<file path="src/rtl/rv32i_types.sv">
// rv32i_types: shared RV32 execution-side types.
//   - mdu_op_e      : MDU opcode encodings (mdu_op_*), 3 bits
//   - MDU_TAG_W     : ROB/physical tag width used by the MDU datapath
//   - mdu_issue_t   : one issued MDU op {opc, src1, src2, tag}
//   - mdu_op_is_mul : classifies an opcode as mul-class (mul/mulh/mulhsu/mulhu)
package rv32i_types;

  localparam int MDU_TAG_W = 4;

  typedef enum logic [2:0] {
    mdu_op_mul    = 3'd0,
    mdu_op_mulh   = 3'd1,
    mdu_op_mulhsu = 3'd2,
    mdu_op_mulhu  = 3'd3,
    mdu_op_div    = 3'd4,
    mdu_op_divu   = 3'd5,
    mdu_op_rem    = 3'd6,
    mdu_op_remu   = 3'd7
  } mdu_op_e;

  typedef struct packed {
    logic [2:0]           opc;
    logic [31:0]          src1;
    logic [31:0]          src2;
    logic [MDU_TAG_W-1:0] tag;
  } mdu_issue_t;

  function automatic logic mdu_op_is_mul(input logic [2:0] opc);
    return (opc == mdu_op_mul)    || (opc == mdu_op_mulh) ||
           (opc == mdu_op_mulhsu) || (opc == mdu_op_mulhu);
  endfunction

endpackage

</file>
<file path="src/rtl/mdu_issue_arb_if.sv">
// rvs2exu_itf: reservation-station -> execution-unit issue handshake.
//   req  : op valid (issuer)        opc/src1/src2/tag : op payload (issuer)
//   rdy  : unit accepts the op this cycle (execution unit)
// Modports: rvs (issuer side), exu (execution-unit side).
interface rvs2exu_itf #(
  parameter int TAG_W = 4
) ();
  logic             req;
  logic [2:0]       opc;
  logic [31:0]      src1;
  logic [31:0]      src2;
  logic [TAG_W-1:0] tag;
  logic             rdy;

  modport rvs (output req, opc, src1, src2, tag, input rdy);
  modport exu (input req, opc, src1, src2, tag, output rdy);
endinterface

</file>
<file path="src/rtl/mdu_issue_arb_rr_pick.sv">
// rr_pick: round-robin one-hot picker.
//   vld [N]  : candidate requests
//   ptr      : highest-priority index this cycle
//   gnt [N]  : one-hot, first set vld at or after ptr (wrapping)
//   any      : at least one candidate
module rr_pick #(
  parameter int N = 4
) (
  input  logic [N-1:0]         vld,
  input  logic [$clog2(N)-1:0] ptr,
  output logic [N-1:0]         gnt,
  output logic                 any
);
  localparam int PW = $clog2(N);

  logic          found;
  logic [PW-1:0] idx;

  always_comb begin
    gnt   = '0;
    found = 1'b0;
    idx   = '0;
    for (int k = 0; k < N; k++) begin
      idx = PW'((int'(ptr) + k) % N);
      if (!found && vld[idx]) begin
        gnt[idx] = 1'b1;
        found    = 1'b1;
      end
    end
  end

  assign any = |vld;
endmodule

</file>
<file path="src/rtl/mdu_issue_arb.sv">
// mdu_issue_arb: shares the single MDU among NUM_REQ reservation stations.
// Round-robin picks at most one ready request per cycle into a one-entry
// issue register which drives the MDU handshake.
// Ports:
//   clk, rst_n (async, active-low), flush (drops the issue register)
//   req_vld/req_opc/req_src1/req_src2/req_tag : per-requester op
//   req_gnt : one-hot, combinational capture strobe back to requesters
//   mdu_itf : rvs2exu_itf.rvs toward the MDU
// Config macro MDU_ARB_MUL_PRIO_EN: mul-class ops win over div-class ops,
// with div forced after STARVE_MAX consecutive mul-over-div grants.
module mdu_issue_arb
  import rv32i_types::*;
#(
  parameter int NUM_REQ    = 4,
  parameter int TAG_W      = MDU_TAG_W,
  parameter int STARVE_MAX = 3
) (
  input  logic                            clk,
  input  logic                            rst_n,
  input  logic                            flush,
  input  logic [NUM_REQ-1:0]              req_vld,
  input  logic [NUM_REQ-1:0][2:0]         req_opc,
  input  logic [NUM_REQ-1:0][31:0]        req_src1,
  input  logic [NUM_REQ-1:0][31:0]        req_src2,
  input  logic [NUM_REQ-1:0][TAG_W-1:0]   req_tag,
  output logic [NUM_REQ-1:0]              req_gnt,
  rvs2exu_itf.rvs                         mdu_itf
);
  localparam int PW = $clog2(NUM_REQ);

  if (NUM_REQ < 2) begin : g_chk_req
    $error("mdu_issue_arb: NUM_REQ must be >= 2");
  end
  if (TAG_W != MDU_TAG_W) begin : g_chk_tag
    $error("mdu_issue_arb: TAG_W must match the MDU tag width");
  end
  if (STARVE_MAX < 1) begin : g_chk_starve
    $error("mdu_issue_arb: STARVE_MAX must be >= 1");
  end

  mdu_issue_t         issue_q;
  mdu_issue_t         win;
  logic               out_vld;
  logic [PW-1:0]      rr_ptr;
  logic [PW-1:0]      win_idx;
  logic [PW-1:0]      rr_nxt;
  logic [NUM_REQ-1:0] arb_vld;
  logic [NUM_REQ-1:0] pick_gnt;
  logic               pick_any;
  logic               load_ok;
  logic               gnt_en;
  logic               do_gnt;

  // A full register can only be replaced in the cycle the MDU takes it.
  assign load_ok = !out_vld || mdu_itf.rdy;
  assign gnt_en  = load_ok && !flush;
  assign do_gnt  = gnt_en && pick_any;
  assign req_gnt = gnt_en ? pick_gnt : '0;

`ifdef MDU_ARB_MUL_PRIO_EN
  localparam int SW = $clog2(STARVE_MAX + 1);

  logic [SW-1:0]      starve_cnt;
  logic [NUM_REQ-1:0] mul_vec;
  logic [NUM_REQ-1:0] div_vec;
  logic               mul_pend;
  logic               div_pend;

  always_comb begin
    mul_vec = '0;
    for (int i = 0; i < NUM_REQ; i++)
      mul_vec[i] = req_vld[i] && mdu_op_is_mul(req_opc[i]);
  end
  assign div_vec  = req_vld & ~mul_vec;
  assign mul_pend = |mul_vec;
  assign div_pend = |div_vec;

  // Starvation guard overrides mul priority; with only one class pending
  // the full request vector competes so nothing stalls.
  always_comb begin
    arb_vld = req_vld;
    if (starve_cnt == SW'(STARVE_MAX) && div_pend) arb_vld = div_vec;
    else if (mul_pend && div_pend)                 arb_vld = mul_vec;
  end

  // Counts mul grants taken while a div was waiting.
  always_ff @(posedge clk or negedge rst_n) begin
    if (!rst_n) begin
      starve_cnt <= '0;
    end else if (do_gnt) begin
      if (!mdu_op_is_mul(win.opc) || !div_pend) starve_cnt <= '0;
      else                                      starve_cnt <= starve_cnt + 1'b1;
    end
  end
`else
  assign arb_vld = req_vld;
`endif

  rr_pick #(.N(NUM_REQ)) u_pick (
    .vld (arb_vld),
    .ptr (rr_ptr),
    .gnt (pick_gnt),
    .any (pick_any)
  );

  // One-hot -> index and payload mux of the winner.
  always_comb begin
    win_idx = '0;
    win     = '0;
    for (int i = 0; i < NUM_REQ; i++) begin
      if (pick_gnt[i]) begin
        win_idx  = PW'(i);
        win.opc  = req_opc[i];
        win.src1 = req_src1[i];
        win.src2 = req_src2[i];
        win.tag  = req_tag[i];
      end
    end
  end

  assign rr_nxt = (win_idx == PW'(NUM_REQ - 1)) ? '0 : win_idx + 1'b1;

  always_ff @(posedge clk or negedge rst_n) begin
    if (!rst_n) begin
      out_vld <= 1'b0;
      issue_q <= '0;
      rr_ptr  <= '0;
    end else begin
      if (flush) begin
        out_vld <= 1'b0;
      end else if (do_gnt) begin
        out_vld <= 1'b1;
        issue_q <= win;
        rr_ptr  <= rr_nxt;
      end else if (mdu_itf.rdy) begin
        out_vld <= 1'b0;
      end
    end
  end

  assign mdu_itf.req  = out_vld;
  assign mdu_itf.opc  = issue_q.opc;
  assign mdu_itf.src1 = issue_q.src1;
  assign mdu_itf.src2 = issue_q.src2;
  assign mdu_itf.tag  = issue_q.tag;
endmodule

</file>
<file path="src/flat_wrapper.sv">
// flat-port wrapper written by rule: the top's interface ports become plain ports
module mdu_issue_arb_flat import rv32i_types::*;
#(
  parameter int NUM_REQ    = 4,
  parameter int TAG_W      = MDU_TAG_W,
  parameter int STARVE_MAX = 3
)
  (clk, rst_n, flush, req_vld, req_opc, req_src1, req_src2, req_tag, req_gnt, mdu_itf_req, mdu_itf_opc, mdu_itf_src1, mdu_itf_src2, mdu_itf_tag, mdu_itf_rdy);
  rvs2exu_itf #(.TAG_W(TAG_W)) mdu_itf_i ();
  input  logic clk;
  input  logic rst_n;
  input  logic flush;
  input  logic [NUM_REQ-1:0] req_vld;
  input  logic [NUM_REQ-1:0][2:0] req_opc;
  input  logic [NUM_REQ-1:0][31:0] req_src1;
  input  logic [NUM_REQ-1:0][31:0] req_src2;
  input  logic [NUM_REQ-1:0][TAG_W-1:0] req_tag;
  output logic [NUM_REQ-1:0] req_gnt;
  output wire logic [$bits(mdu_itf_i.req)-1:0] mdu_itf_req;
  output wire logic [$bits(mdu_itf_i.opc)-1:0] mdu_itf_opc;
  output wire logic [$bits(mdu_itf_i.src1)-1:0] mdu_itf_src1;
  output wire logic [$bits(mdu_itf_i.src2)-1:0] mdu_itf_src2;
  output wire logic [$bits(mdu_itf_i.tag)-1:0] mdu_itf_tag;
  input wire logic [$bits(mdu_itf_i.rdy)-1:0] mdu_itf_rdy;
  assign mdu_itf_req = mdu_itf_i.req;
  assign mdu_itf_opc = mdu_itf_i.opc;
  assign mdu_itf_src1 = mdu_itf_i.src1;
  assign mdu_itf_src2 = mdu_itf_i.src2;
  assign mdu_itf_tag = mdu_itf_i.tag;
  assign mdu_itf_i.rdy = mdu_itf_rdy;
  mdu_issue_arb #(.NUM_REQ(NUM_REQ), .TAG_W(TAG_W), .STARVE_MAX(STARVE_MAX)) u_core (.clk(clk), .rst_n(rst_n), .flush(flush), .req_vld(req_vld), .req_opc(req_opc), .req_src1(req_src1), .req_src2(req_src2), .req_tag(req_tag), .req_gnt(req_gnt), .mdu_itf(mdu_itf_i));
endmodule
</file>
<file path="config.mk">
export PLATFORM = sky130hd
export DESIGN_NAME = mdu_issue_arb_flat
export DESIGN_NICKNAME = d
export VERILOG_FILES = /design/src/rtl/rv32i_types.sv /design/src/rtl/mdu_issue_arb_if.sv /design/src/rtl/mdu_issue_arb_rr_pick.sv /design/src/rtl/mdu_issue_arb.sv /design/src/flat_wrapper.sv
export SDC_FILE = /design/constraint.sdc
export NUM_CORES = 1
export LEC_CHECK = 0
export CAP_MARGIN = 0
export CORE_MARGIN = 4
export CORE_UTILIZATION = 30
export CTS_CLUSTER_DIAMETER = 150
export DETAILED_ROUTE_END_ITERATION = 16
export PLACE_DENSITY = 0.66
export REMOVE_ABC_BUFFERS = 1
export SLEW_MARGIN = 30
export SYNTH_ARGS = -nofsm -noshare
export SYNTH_HDL_FRONTEND = slang
export SYNTH_SLANG_ARGS = --single-unit
</file>
<file path="constraint.sdc">
create_clock -name clk -period 3.01 [get_ports clk]
set_input_delay 0.4515 -clock clk [delete_from_list [all_inputs] [get_ports clk]]
set_output_delay 0.4515 -clock clk [all_outputs]
set_load 0.05 [all_outputs]
</file>
Word level (Yosys, flattened, before mapping)
Index checks and enable logic that the tools add are counted.
Word-level totals
  register bits: 74
  bits in latches: 0
  bits in writable memories: 0
  memory bits (read-only): 0
  bits of input ports: 292
  word-level logic and storage cells: 76
  memories kept: 0
Operators by class
  add/subtract/negate cells: 4
  multiply operators: 0
  div/mod/pow operators: 0
  magnitude comparators: 8
  equal/unequal tests: 1
  shifts and indexed selects: 0
  multiplexer cells: 35
  bitwise operators: 4
  reductions and logical operators: 18
Operators with widths (number)
  $mux W71: 4
  $mux W4: 5
  $mux W1: 15
  $lt A2 B3 Y1 const B: 4
  $or A4 B4 Y4: 3
  $logic_and A1 B1 Y1: 9
  $bmux W1 S2: 4
  $demux W1 S2: 4
  $ge A2 B1 Y1 const B: 4
  $mux W2: 3
  $logic_not A1 Y1: 5
  $add A2 B1 Y2 const B: 2
  $add A2 B2 Y2 const B: 2
  $reduce_or A4 Y1: 1
  $reduce_bool A3 Y1: 1
  $eq A2 B2 Y1 const B: 1
  $reduce_and A2 Y1: 1
  $logic_or A1 B1 Y1: 1
  $not A1 Y1: 1

Logic depth before layout (Yosys ltp)
  depth after elaboration: 17
  gate-level depth with buffers: 13
  mapped depth without buffers: 8

Cells and area by module
Synthesis repeated with hierarchy kept, for this count alone.
Second synthesis, totals
  cells, all modules: 562
  area total of the unflattened synthesis: 5615.4 um2
Modules (own cells, without submodules)
  mdu_issue_arb: instances 1, cells an instance 525, area an instance 5270.1 um2, sequential area each 1851.8 um2
  rr_pick: instances 1, cells an instance 37, area an instance 345.3 um2, sequential area each 0.0 um2

Worst setup path before layout
No wires, ideal clock.
  path type: reg2out
  start: register u_core.rr_ptr[0]
  end: output port req_gnt[2]
  data arrival time: 3.336 ns
  required time: 2.558 ns
  slack: -0.777 ns
  cell stages (with the launch flop): 12
  path buffers: 4
  path through: dfrtp_1 -> buf_2 -> inv_1 -> ha_1 -> mux4_2 -> inv_2 -> nand4_1 -> and3_1 -> buf_6 -> buf_6 -> clkbuf_1 -> nor2_1
Between the ends
  longest elaborated chain between the ends: 13
Ends and longest elaborated chain
  from (decl): RTL line mdu_issue_arb.sv:44  | logic [PW-1:0] rr_ptr;
  from (signal assigned): RTL line mdu_issue_arb.sv:134  | rr_ptr <= rr_nxt;
  parallel branches: the longest is 11 deep, another holds $lt A2 B3 Y1
  $mux W4 *: RTL line mdu_issue_arb_rr_pick.sv:25  | if (!found && vld[idx]) begin
  $mux W4 *: RTL line mdu_issue_arb.sv:58  | assign req_gnt = gnt_en ? pick_gnt : '0;
  to (decl): RTL line flat_wrapper.sv:18  | output logic [NUM_REQ-1:0] req_gnt;
Mark *: on every way between the ends. The select of a mux whose other input is x is not followed.

Worst setup path in the final report
  start: register u_core.rr_ptr[0]
  end: output port req_gnt[3]
Same word-level chain as after synthesis.

==> metrics <==
worst reg2reg path endpoint=u_core.mdu_itf.tag[2]$_DFFE_PN0P_; crit-path max cell delay=about 0.56 ns; top cell type's share of synthesized area=between 20% and 30%; DR vias=slightly below 10,000; Internal=6.52 mW; hold buffers post-CTS=0; max-slew violations=0; Worst Setup End Kind=output pin; total CTS buffers=9; final cell count without fillers=about 1,700; Via density=5.69; YS warnings=0; CTS tree=yes; Worst-Margin Slew=~0.76 ns; status=finished, final reports clean; die width=between 150 and 200 um; Routed WL=36,100 um; Sw Ratio=54.0%; number of port buffers=367; # Max-Cap Violations=0; critical path peak fanout=4; top cells by area, synth=dfrtp_1 24%, a311oi_2 14%, nand2_1 11%; clk_lat worst skew=0.35 ns; Rows=58; Total Power=14.2 mW; Post-synth EDFFs=0; RD Place Congestion=0.875; mapped cell area=between 7000 and 8000 um^2; Post-DP HPWL=24,700 um; Layout Nets=1,673; Reg2Reg Setup Slack=~0.16 ns; FF+latch count, synth=74; largest net degree at the start of global routing=just over 90; Slew headroom=49.2%; Initial Utilization=30.5%; Final Critical Period=between 2 and 3 ns; Sequential Power Share=about an eighth; worst path arrival time=roughly 2.5 ns; gr usage total=about a quarter; Pre-antenna DRT Iters=6; Cell Chain, Critical Path=inv_2, ha_4, mux4_2, buf_6, inv_4, and4_4, nor3_4, nor2_2, buf_12; Synth area leader=dfrtp_1; global-route wire length before repair=54,900 um; most numerous cell in the Yosys netlist=nand2_1; clock skew=0.0140 ns; Die Y=between 150 and 200 um; Post-Place Cells=1,693; worst slack, placed=-0.264 ns; initial DRC count=1,043; Syn Area/Cell=between 7 and 8 um^2; clock power share=approximately 8.7%; unrepaired setup endpoints after global routing=yes; drc violations=0; R2R cell count=10; Max VDD drop=1.19 mV; Worst EP required=2.56 ns; initial antenna violation count=3; per-cell routed wire length=about 21 um; reg2reg start=u_core.rr_ptr[0]$_DFFE_PN0P_; fmax=343 MHz; fin crit share=96.8%; Worst Hold Class=input port to async pin; core footprint=25,200 um^2; Hold Fails Final Rpt=0; # IOs=368; PD cells=1140 nW/um^2; post-synth cell types=41; Worst path slowest cell=mux4_2; full die area=28,200 um^2; root buffer cell=clkbuf_16; post-synthesis async set-or-reset flop share=100%; Setup CP Type=register to output pin; share of cells above drive strength 1=13.9%; Seq/Total Area, Yosys=24.1%; Gate power share=79.0%; leakage=5.12 nW; number of global-route vias before repair=about 10,000; ys flop type=dfrtp_1; final count of negative-setup-slack endpoints=0; switching power=approximately 7.6 mW; Clock Tree Buf Depth=2; Final Util=49.2%; setup ws final=0.0976 ns; Detail Route Antenna Nets=0; Layout area overhead=61.2%; # clock sinks=74; CTS clock-pin slew for the worst setup and hold paths=roughly 0.070 ns; Mapped Cells=1,046; Worst setup SP type=register; Max H-tree Level=3; synth cell count leaders=217 x nand2_1, 147 x inv_1, 82 x clkbuf_1, 74 x a21oi_1, 74 x dfrtp_1; grt ovf=0
## how the worst max path moves through the flow
| stage | start | endpoint | slack, ns |
|---|---|---|---|
| 2_1_floorplan | u_core.mdu_itf.req$_DFFE_PN0P_ | u_core.mdu_itf.opc[0]$_DFFE_PN0P_ | -5.60 |
| 3_3_place_gp | req_vld[1] | u_core.mdu_itf.opc[1]$_DFFE_PN0P_ | -0.23 |
| 3_5_place_dp | req_vld[1] | u_core.mdu_itf.opc[1]$_DFFE_PN0P_ | -0.26 |
| 4_1_cts | u_core.rr_ptr[0]$_DFFE_PN0P_ | req_gnt[3] | 0.01 |
| 5_1_grt | u_core.rr_ptr[0]$_DFFE_PN0P_ | u_core.mdu_itf.opc[1]$_DFFE_PN0P_ | -0.007 |
| 6_report | u_core.rr_ptr[0]$_DFFE_PN0P_ | req_gnt[3] | 0.1 |
## per-stage QoR
stage	setup TNS, ns	area, um^2	hold slack, ns
after global placement	-5.73	12000	0.472
after global routing	-0.0126	12400	0.111
after floorplan	-420.00	7070	0.156
after CTS	0	12300	0.0919
after detailed placement	-8.37	12000	0.474
final	0	12400	0.0818
## placed cells by master (no fill, tap or decap), types with 13 or more instances in the layout
master           instances
clkdlybuf4s50_1        358
o31ai_1                 71
nand4_1                 73
buf_4                   64
a311oi_2                69
buf_12                  13
a31oi_1                 71
dfrtp_1                 74
inv_1                  146
o211ai_1                71
nand2_1                217
a21oi_1                 73
## worst max-delay path, delay by kind of cell, from the launching register on
kind | cells | cell delay [ns]
mux | 1 | 0.56
simple gates | 3 | 0.46
buf+inv | 4 | 0.45
flops | 1 | 0.37
fa+ha+maj | 1 | 0.28
## sequential cells by signal, indices dropped and copies added (netlist names)
signal,flops
u_core.rr_ptr,2
u_core.mdu_itf.src2,32
u_core.mdu_itf.req,1
u_core.mdu_itf.opc,3
u_core.mdu_itf.tag,4
u_core.mdu_itf.src1,32
## layer usage
metal	wire length, um	global-route usage [%]
met5	15	0
met4	1390	11.8
met3	2890	4.13
met2	17300	40.4
met1	14500	30.3
## area by class of cell
cell class	count	area (um^2)
repair buffers	443	4420
diodes	2	5.00
fillers	2414	12800
clock buffers	12	246
clock inverters	4	75.1
well taps	330	413
multi-input cells	699	4810
inverters	148	558
flip-flops and latches	74	1850
## power groups by stage
stage	combinational, mW	sequential (mW)	clock [mW]
floorplan	4.64	3.27	0
global placement	10.9	1.76	0
detailed placement	11.0	1.76	0
CTS	11.1	1.75	1.26
global route	11.8	1.80	1.29
finish	11.2	1.75	1.23
## cells by family after synthesis
| logic type | Yosys count | share of synthesized area (%) |
|---|---|---|
| fa+ha+maj | 6 | 0.977 |
| simple gates | 318 | 18.7 |
| buf+inv | 273 | 15.2 |
| flops | 74 | 24.1 |
| mux | 2 | 0.586 |
| compound gates | 373 | 40.4 |
## repair_timing
item	4_1_cts	5_1_grt
setup endpoints to repair	5	5
setup buffers	1	0
pin swaps	5	2
resized for setup	16	9
endpoints found under the hold margin	0	0
No activity file was read; power rests on OpenSTA's default activity.
